$ cat config.mk
export PLATFORM = sky130hd
export DESIGN_NAME = nonce_search_ctrl
export DESIGN_NICKNAME = d
export VERILOG_FILES = /design/src/rtl/nonce_search_ctrl.sv
export SDC_FILE = /design/constraint.sdc
export NUM_CORES = 1
export LEC_CHECK = 0
export ABC_AREA = 1
export CORE_AREA = 5 5 237 239
export CTS_BUF_LIST = sky130_fd_sc_hd__clkbuf_8 sky130_fd_sc_hd__clkbuf_16
export DETAILED_ROUTE_END_ITERATION = 8
export DIE_AREA = 0 0 242 244
export GPL_ROUTABILITY_DRIVEN = 0
export PLACE_DENSITY = 0.73
export SYNTH_ARGS = -nofsm -noshare
export SYNTH_HDL_FRONTEND = slang
export SYNTH_SLANG_ARGS = --single-unit
$ cat constraint.sdc
create_clock -name clk -period 5.4 [get_ports clk]
set_input_delay 1.35 -clock clk [delete_from_list [all_inputs] [get_ports clk]]
set_output_delay 1.35 -clock clk [all_outputs]
set_load 0.02 [all_outputs]
$ cat src/rtl/nonce_search_ctrl.sv
// Mining-loop sequencer: launches hashes, compares digests against the target, steps the nonce.
// Optional watchdog on the hash wait is enabled by defining HASH_TIMEOUT_EN.
module nonce_search_ctrl #(
  parameter int NONCE_W        = 32,
  parameter int HASH_W         = 256,
  parameter int CNT_W          = 32,
  parameter int TIMEOUT_CYCLES = 512
) (
  input  logic               clk,
  input  logic               n_rst,
  input  logic               start_search,
  input  logic               stop_search,
  input  logic [NONCE_W-1:0] nonce_base,
  input  logic [HASH_W-1:0]  target,
  input  logic               hash_done,
  input  logic [HASH_W-1:0]  hash_value,
  output logic               begin_hash,
  output logic               quit_hash,
  output logic [NONCE_W-1:0] nonce,
  output logic               busy,
  output logic               found,
  output logic               exhausted,
  output logic [CNT_W-1:0]   attempt_cnt,
  output logic               timeout_err
);

  typedef enum logic [2:0] {
    IDLE,
    LAUNCH,
    WAIT_HASH,
    COMPARE,
    FOUND,
    EXHAUSTED
  } state_t;

  state_t             state, state_next;
  logic [NONCE_W-1:0] nonce_next;
  logic [CNT_W-1:0]   cnt_next;
  logic [HASH_W-1:0]  digest, digest_next;
  logic               wd_fire;

`ifdef HASH_TIMEOUT_EN
  localparam int WD_W = $clog2(TIMEOUT_CYCLES + 1);
  logic [WD_W-1:0] wd_cnt;

  // Held at zero outside WAIT_HASH, so every entry into the wait starts a fresh count.
  always_ff @(posedge clk or negedge n_rst) begin
    if (!n_rst)
      wd_cnt <= '0;
    else if (state != WAIT_HASH)
      wd_cnt <= '0;
    else
      wd_cnt <= wd_cnt + 1'b1;
  end

  assign wd_fire = (state == WAIT_HASH) && (wd_cnt == WD_W'(TIMEOUT_CYCLES));
`else
  // Watchdog absent: this expression is constant 0.
  assign wd_fire = (TIMEOUT_CYCLES < 0);
`endif

  always_ff @(posedge clk or negedge n_rst) begin
    if (!n_rst) begin
      state       <= IDLE;
      nonce       <= '0;
      attempt_cnt <= '0;
      digest      <= '0;
    end else begin
      state       <= state_next;
      nonce       <= nonce_next;
      attempt_cnt <= cnt_next;
      digest      <= digest_next;
    end
  end

  always_comb begin
    state_next  = state;
    nonce_next  = nonce;
    cnt_next    = attempt_cnt;
    digest_next = digest;
    begin_hash  = 1'b0;
    quit_hash   = 1'b0;
    timeout_err = 1'b0;

    unique case (state)
      IDLE, FOUND, EXHAUSTED: begin
        if (stop_search) begin
          state_next = IDLE;
        end else if (start_search) begin
          nonce_next = nonce_base;
          cnt_next   = '0;
          state_next = LAUNCH;
        end
      end

      LAUNCH: begin
        if (stop_search) begin
          quit_hash  = 1'b1;
          state_next = IDLE;
        end else begin
          begin_hash = 1'b1;
          state_next = WAIT_HASH;
        end
      end

      WAIT_HASH: begin
        if (stop_search) begin
          quit_hash  = 1'b1;
          state_next = IDLE;
        end else if (hash_done) begin
          digest_next = hash_value;
          state_next  = COMPARE;
        end else if (wd_fire) begin
          quit_hash   = 1'b1;
          timeout_err = 1'b1;
          state_next  = LAUNCH;
        end
      end

      COMPARE: begin
        if (stop_search) begin
          quit_hash  = 1'b1;
          state_next = IDLE;
        end else begin
          cnt_next = (&attempt_cnt) ? attempt_cnt : attempt_cnt + 1'b1;
          if (digest < target)
            state_next = FOUND;
          else if (&nonce)
            state_next = EXHAUSTED;
          else begin
            nonce_next = nonce + 1'b1;
            state_next = LAUNCH;
          end
        end
      end

      default: state_next = IDLE;
    endcase
  end

  assign busy      = (state == LAUNCH) || (state == WAIT_HASH) || (state == COMPARE);
  assign found     = (state == FOUND);
  assign exhausted = (state == EXHAUSTED);

endmodule

==> results of run 1 <==
cell usage after synthesis (13+ instances only):
cell      instances  area share [%]
nand2_1         416             7.6
inv_1           358             6.5
dfrtp_1         323              39
ha_1            257              16
mux2_2          256              14
a21oi_1         135             3.3
nor2_1          116             2.1
nand3_1          79             1.9
o21ai_0          64             1.6
nand4_1          43             1.3
nor3_1           42             1.0
buf_2            30            0.73
xor2_1           26             1.1
o31ai_1          18            0.66
nor4_1           15            0.45
xnor2_1          15            0.64
clkbuf_1         13            0.24
worst max-delay path: stages:
cell and delay (ns):
clkdlybuf4s50_1 0.57, inv_1 0.08, nor3_1 0.21, clkdlybuf4s50_1 0.71
flip-flops by register name, indices dropped and copies added (netlist names):
register     cells
digest         256
attempt_cnt     32
nonce           32
state            3
report_power, final:
| part | switching (W) | internal [W] |
|---|---|---|
| Sequential | 0.000824 | 0.00348 |
| Combinational | 0.00229 | 0.00241 |
| Clock | 0.00112 | 0.00184 |
| Total | 0.00423 | 0.00773 |
area by class of cell:
cell class | instances | area (um2) | area share [%]
timing repair buffer | 632 | 6340 | 21.8
antenna | 26 | 65.1 | 0.223
sequential | 323 | 8080 | 27.7
multi-input combinational | 1529 | 10900 | 37.5
clock buffer | 54 | 1230 | 4.21
tap | 696 | 871 | 2.99
clock inverter | 22 | 246 | 0.846
inverter | 364 | 1370 | 4.69
logic make-up after synthesis:
logic type | after synthesis
AND/OR/NAND/NOR | 733
buffers and inverters | 414
flip-flops | 323
other | 1
multiplexers | 256
adder cells (fa/ha/maj) | 257
AO/OA/AOI/OAI | 241
XOR/XNOR | 41
metrics by stage:
step           utilization (%)  setup WS, ns  instances
2_1_floorplan                -          2.16       2266
3_3_place_gp              51.5         0.642       3544
3_5_place_dp              51.5         0.631       3544
4_1_cts                   54.2          1.10       3620
5_1_grt                   54.3         0.857       3641
6_report                  54.4          1.13       3646
metal layers:
layer / global-route usage [%] / vias up / share of wire, %
li1: - / 8824 / -
met1: 27.0 / 8637 / 40
met2: 39.1 / 690 / 49
met3: 5.57 / 185 / 6.9
met4: 11.4 / 8 / 4.8
met5: 0 / - / 0.066
placed cells by master (no fill, tap or decap), drive strengths merged, types with 2 or more instances in the layout:
master / Yosys / final
clkdlybuf4s50: 0 / 616
mux2: 256 / 256
nor4b: 2 / 2
diode: 0 / 26
clkbuf: 13 / 54
nor3b: 2 / 2
xor2: 26 / 26
o21ai: 67 / 67
o31ai: 18 / 18
clkinvlp: 0 / 5
dfrtp: 323 / 323
nor2: 122 / 122
clkinv: 0 / 4
nand2: 420 / 420
inv: 364 / 372
ha: 257 / 257
nand3: 83 / 83
o21a: 5 / 5
nor4: 15 / 15
nand4: 43 / 43
buf: 37 / 16
a21o: 4 / 4
a211oi: 3 / 3
a21oi: 135 / 135
a31oi: 6 / 6
o211ai: 2 / 2
nor3: 43 / 43
xnor2: 15 / 15
bufinv: 0 / 5
final timing paths:
kind / startpoint / to / cells past startpoint
hold reg to reg: digest[195] / digest[195] / 1
max in group asynchronous: n_rst / digest[228] / 2
min in group asynchronous: n_rst / digest[243] / 1
setup reg to reg: digest[187] / nonce[0] / 14
hold / removal: digest[195] / digest[195] / 1
setup / recovery: stop_search / quit_hash / 4
==> metrics.txt, run 1 <==
mux contribution to synthesized area 14.0%; post-CTS setup buffer count 0; RSZ-0062 raised after global routing no; syn_nets 3072; CP required 4.05 ns; DRC viols 0; post-synthesis average cell area 9.10 um2; Slew headroom 42.0%; IO buf count 617; Initial Util 38.5%; CTS Hold Bufs 0; I/O pin count 619; Hold/Removal Path Class flop to flop; initial antenna violation count 26; leakage 14.0 nW; Seq/Total Area, Yosys 39.2%; Die Height 244 um; post-route ant nets 0; Setup TNS Final 0 ns; Top FF cell, synth dfrtp_1; drt initial violations 1069; Fin. Hold Viols 0; #FFs+latches synth 323; WL final 69700 um; Layout area overhead 41.3%; Total Die Area 59000 um2; Hold WS 0.510 ns; vias in the first global route 19500; EDFF count, synth 0; pwr dens 410 nW/um2; adder-cell share of the synthesized area 15.6%; Critical Path Fanout Max 5; deepest clock path buffer count 3; GRT Overall Usage 22.9%; post-route total power 0.0120 W; GRT overflow 0; status complete, no violations; Clk pin slew, worst setup/hold paths 0.05 ns; largest net degree at the start of global routing 103; max_cap viols 0; Area after DPL 27600 um2; worst skew pair latency 0.55 ns; Synth Area in Compound Gates 6.30%; Synth Area in XOR/XNOR 1.74%; IR drop worst, VDD 0.000284 V; CP Capture Type primary output; Slew @ Worst Pin 0.870 ns; Detail Placement HPWL 55400 um; first-pass GRT wire length 108000 um; Setup Crit Path Kind primary input to primary output; # H-tree levels 2; max-slew violation count 0; Post-Synth Simple-Gate Area 15.3%; Mapped Cells 2266; clk sink count 323; Worst Skew 0.0108 ns; WL/cell 19.1 um; Synth Cell Area 20600 um2; period utilisation layout 79.1%; root buf cell clkbuf_16; fill count 4684; flop2flop setup slack 2.08 ns; crit path DAT 2.92 ns; Netlist cell types 42; 1st-pass router iterations 5; Resized Gates After CTS 0; Design Area, Final 29100 um2; asr flop ratio synth 100%; fin nets 3697; fin crit period 4.27 ns; row count 85; area of the core 53600 um2; Vias 18300; final setup fails 0; die width 242 um; share of layout cells above drive strength 1 12.5%; drt via density 5.03; largest family of logic cells by synthesized area adder cells; CTS tree built; YS warnings 0; CP Launch Type primary input; total CTS buffers 41; FMAX 0.234 GHz
No activity file was read; power rests on OpenSTA's default activity.
==> run 2, diff against run 1 <==
Settings changed: CORE_AREA 5 5 237 239 to 5 5 240 242, DIE_AREA 0 0 242 244 to 0 0 245 247, PLACE_DENSITY 0.73 to 0.71.
Clock period 5.4 ns to 4.47 ns, I/O delays scaled along.
==> run 2 against run 1 <==
Net effect: clock power grew 14%; cell count is 0.22% higher; via count fell by 0.20%; cell area hardly changed; critical path depth unchanged; largest cell class unchanged; sequential cell count stayed put; die area grew 2.5%; clock skew grew 0.0056 ns; global-route usage decreased by 1.0 points; count of clock-buffer cells in the layout grew 1.
==> metrics.txt, run 2 (same netlist as run 1, synthesis figures left out) <==
Gate power share 39.8% (+0.5 points); Total Die Area 60500 um2 (+2.5%); Slew @ Worst Pin 0.956 ns (+0.0862 ns); commonest non-fill, non-tap cell in the layout clkdlybuf4s50_1; deepest clock path buffer count 3 (unchanged); drt initial violations 895 (-16%); Resized Gates After CTS 0 (unchanged); CP Launch Type primary input; initial antenna violation count 23 (-12%); Worst Skew 0.0164 ns (+0.00560 ns); sw power 0.00501 W (+18%); Critical Path, Cell by Cell clkdlybuf4s50_1, inv_1, nor3_1, clkdlybuf4s50_1; fin crit period 3.92 ns; clock network power share 23.6% (-1.1 points); final setup fails 0 (unchanged); Hold/Removal Path Class flop to flop; period utilisation layout 87.7%; Setup Crit Path Kind primary input to primary output; Slew headroom 36.2% (-5.7 points); first-pass GRT wire length 105000 um (-2.6%); Fin. Hold Viols 0 (unchanged); GRT Overall Usage 21.9% (-1.0 points); max FFs per register 256 (unchanged); Critical Path Fanout Max 5 (unchanged); status complete, no violations; CTS Hold Bufs 0 (unchanged); Die Height 247 um (+1.2%); CP required 3.35 ns (-0.70 ns); row count 86 (+1.2%); placed instance count 3560 (+0.45%); Crit-path slowest cell clkdlybuf4s50_1; CTS tree built; max_cap viols 0 (unchanged); Layout area overhead 41.2% (about the same); Initial Util 37.6% (-0.89 points); pwr dens 487 nW/um2 (+19%); IO buf count 617 (unchanged); GRT overflow 0 (unchanged); sw frac 35.3% (-0.065 points); setup slack at placement 0.131 ns (-0.500 ns); drt via density 5.01 (-0.42%); CP peak stage delay 0.69 ns (-0.02 ns); WL final 69000 um (-1.0%); # H-tree levels 2 (unchanged); clk sink count 323 (unchanged); post-route ant nets 0 (unchanged); Clk pin slew, worst setup/hold paths 0.06 ns (about the same); FMAX 0.255 GHz; largest net degree at the start of global routing 111 (+7.8%); Int Power 0.00917 W (+19%); non-filler instance count after layout 3654 (+0.22%); I/O pin count 619 (unchanged); worst skew pair latency 0.55 ns (about the same); Sequential Power Share 36.6% (+0.6 points); vias in the first global route 19100 (-2.2%); RSZ-0062 raised after global routing no; post-CTS setup buffer count 0 (unchanged); Setup TNS Final 0 ns (unchanged); 1st-pass router iterations 5 (unchanged); Crit path top cell by count clkdlybuf4s50_1; CP Capture Type primary output; most frequent cells in the layout clkdlybuf4s50_1 (616), nand2_1 (416), inv_1 (370), dfrtp_1 (323), ha_1 (257); die width 245 um (+1.2%); Final Worst Setup Slack 0.550 ns (-0.577 ns); Detail Placement HPWL 55400 um (about the same); crit path DAT 2.80 ns (-0.12 ns); area of the core 54900 um2 (+2.4%); Vias 18300 (-0.20%); total CTS buffers 41 (unchanged); flop2flop setup slack 1.42 ns (-0.66 ns); fin nets 3705 (+0.22%); max-slew violation count 0 (unchanged); leakage 14.0 nW (+0.24%); Area after DPL 27700 um2 (+0.39%); IR drop worst, VDD 0.000280 V (-1.3%); Design Area, Final 29100 um2 (about the same); DRC viols 0 (unchanged); WL/cell 18.9 um (-1.3%); Largest Register digest; root buf cell clkbuf_16; share of layout cells above drive strength 1 12.5% (-0.021 points); largest registers digest x256, attempt_cnt x32, nonce x32
==> run 2: changes by cell type in the layout (fill, tap and decap cells not counted), sizes merged, moves of 2 or more <==
cell | before | now
inv | 372 | 377
clkinvlp | 5 | 1
diode | 26 | 21
clkinv | 4 | 2
buf | 16 | 24
bufinv | 5 | 2
==> run 2: routing by layer <==
layer	part of all wire (%)	routed length, um	GRT usage [%]	vias to the layer above
met4	4.1	2850	9.59	8
met2	49	33900	37.8	645
met3	6.3	4340	3.98	156
met1	40	27900	26.8	8664
met5	0.090	62	0	-
li1	-	-	-	8834
==> run 2: worst paths after layout <==
path	startpoint	endpoint	cells past startpoint
setup / recovery	stop_search	quit_hash	4
hold / removal	digest[66]	digest[66]	1
setup reg to reg	state[0]	attempt_cnt[13]	13
hold reg to reg	digest[66]	digest[66]	1
max in group asynchronous	n_rst	nonce[15]	2
min in group asynchronous	n_rst	digest[243]	1
==> run 2: layout make-up <==
class	instances	area [um2]
Timing Repair Buffer	640	6440
Multi-Input combinational cell	1529	10900
Clock inverter	18	131
Clock buffer	55	1240
Fill cell	4909	25700
Inverter	364	1370
Antenna cell	21	52.6
Tap cell	704	881
Sequential cell	323	8080
==> run 2: through the flow <==
| step | util (%) | total power, W | hold slack, ns |
|---|---|---|---|
| 2_1_floorplan | - | 0.00866 | 0.485 |
| 3_3_place_gp | 50.5 | 0.0105 | 0.493 |
| 3_5_place_dp | 50.5 | 0.0109 | 0.501 |
| 4_1_cts | 53.0 | 0.0143 | 0.514 |
| 5_1_grt | 53.1 | 0.0153 | 0.521 |
| 6_report | 53.1 | 0.0142 | 0.510 |
==> run 2: power by group through the flow <==
stage	registers [W]	logic [W]	clock network (W)
6_report	0.00518	0.00564	0.00335
2_1_floorplan	0.00502	0.00364	0
3_3_place_gp	0.00515	0.00539	0
4_1_cts	0.00518	0.00569	0.00345
5_1_grt	0.00534	0.00638	0.00356
3_5_place_dp	0.00522	0.00563	0
==> run 2: critical path: cells and delay by family <==
kind / cells / cell delay (ns)
simple gates: 1 / 0.36
buf+inv: 3 / 1.33
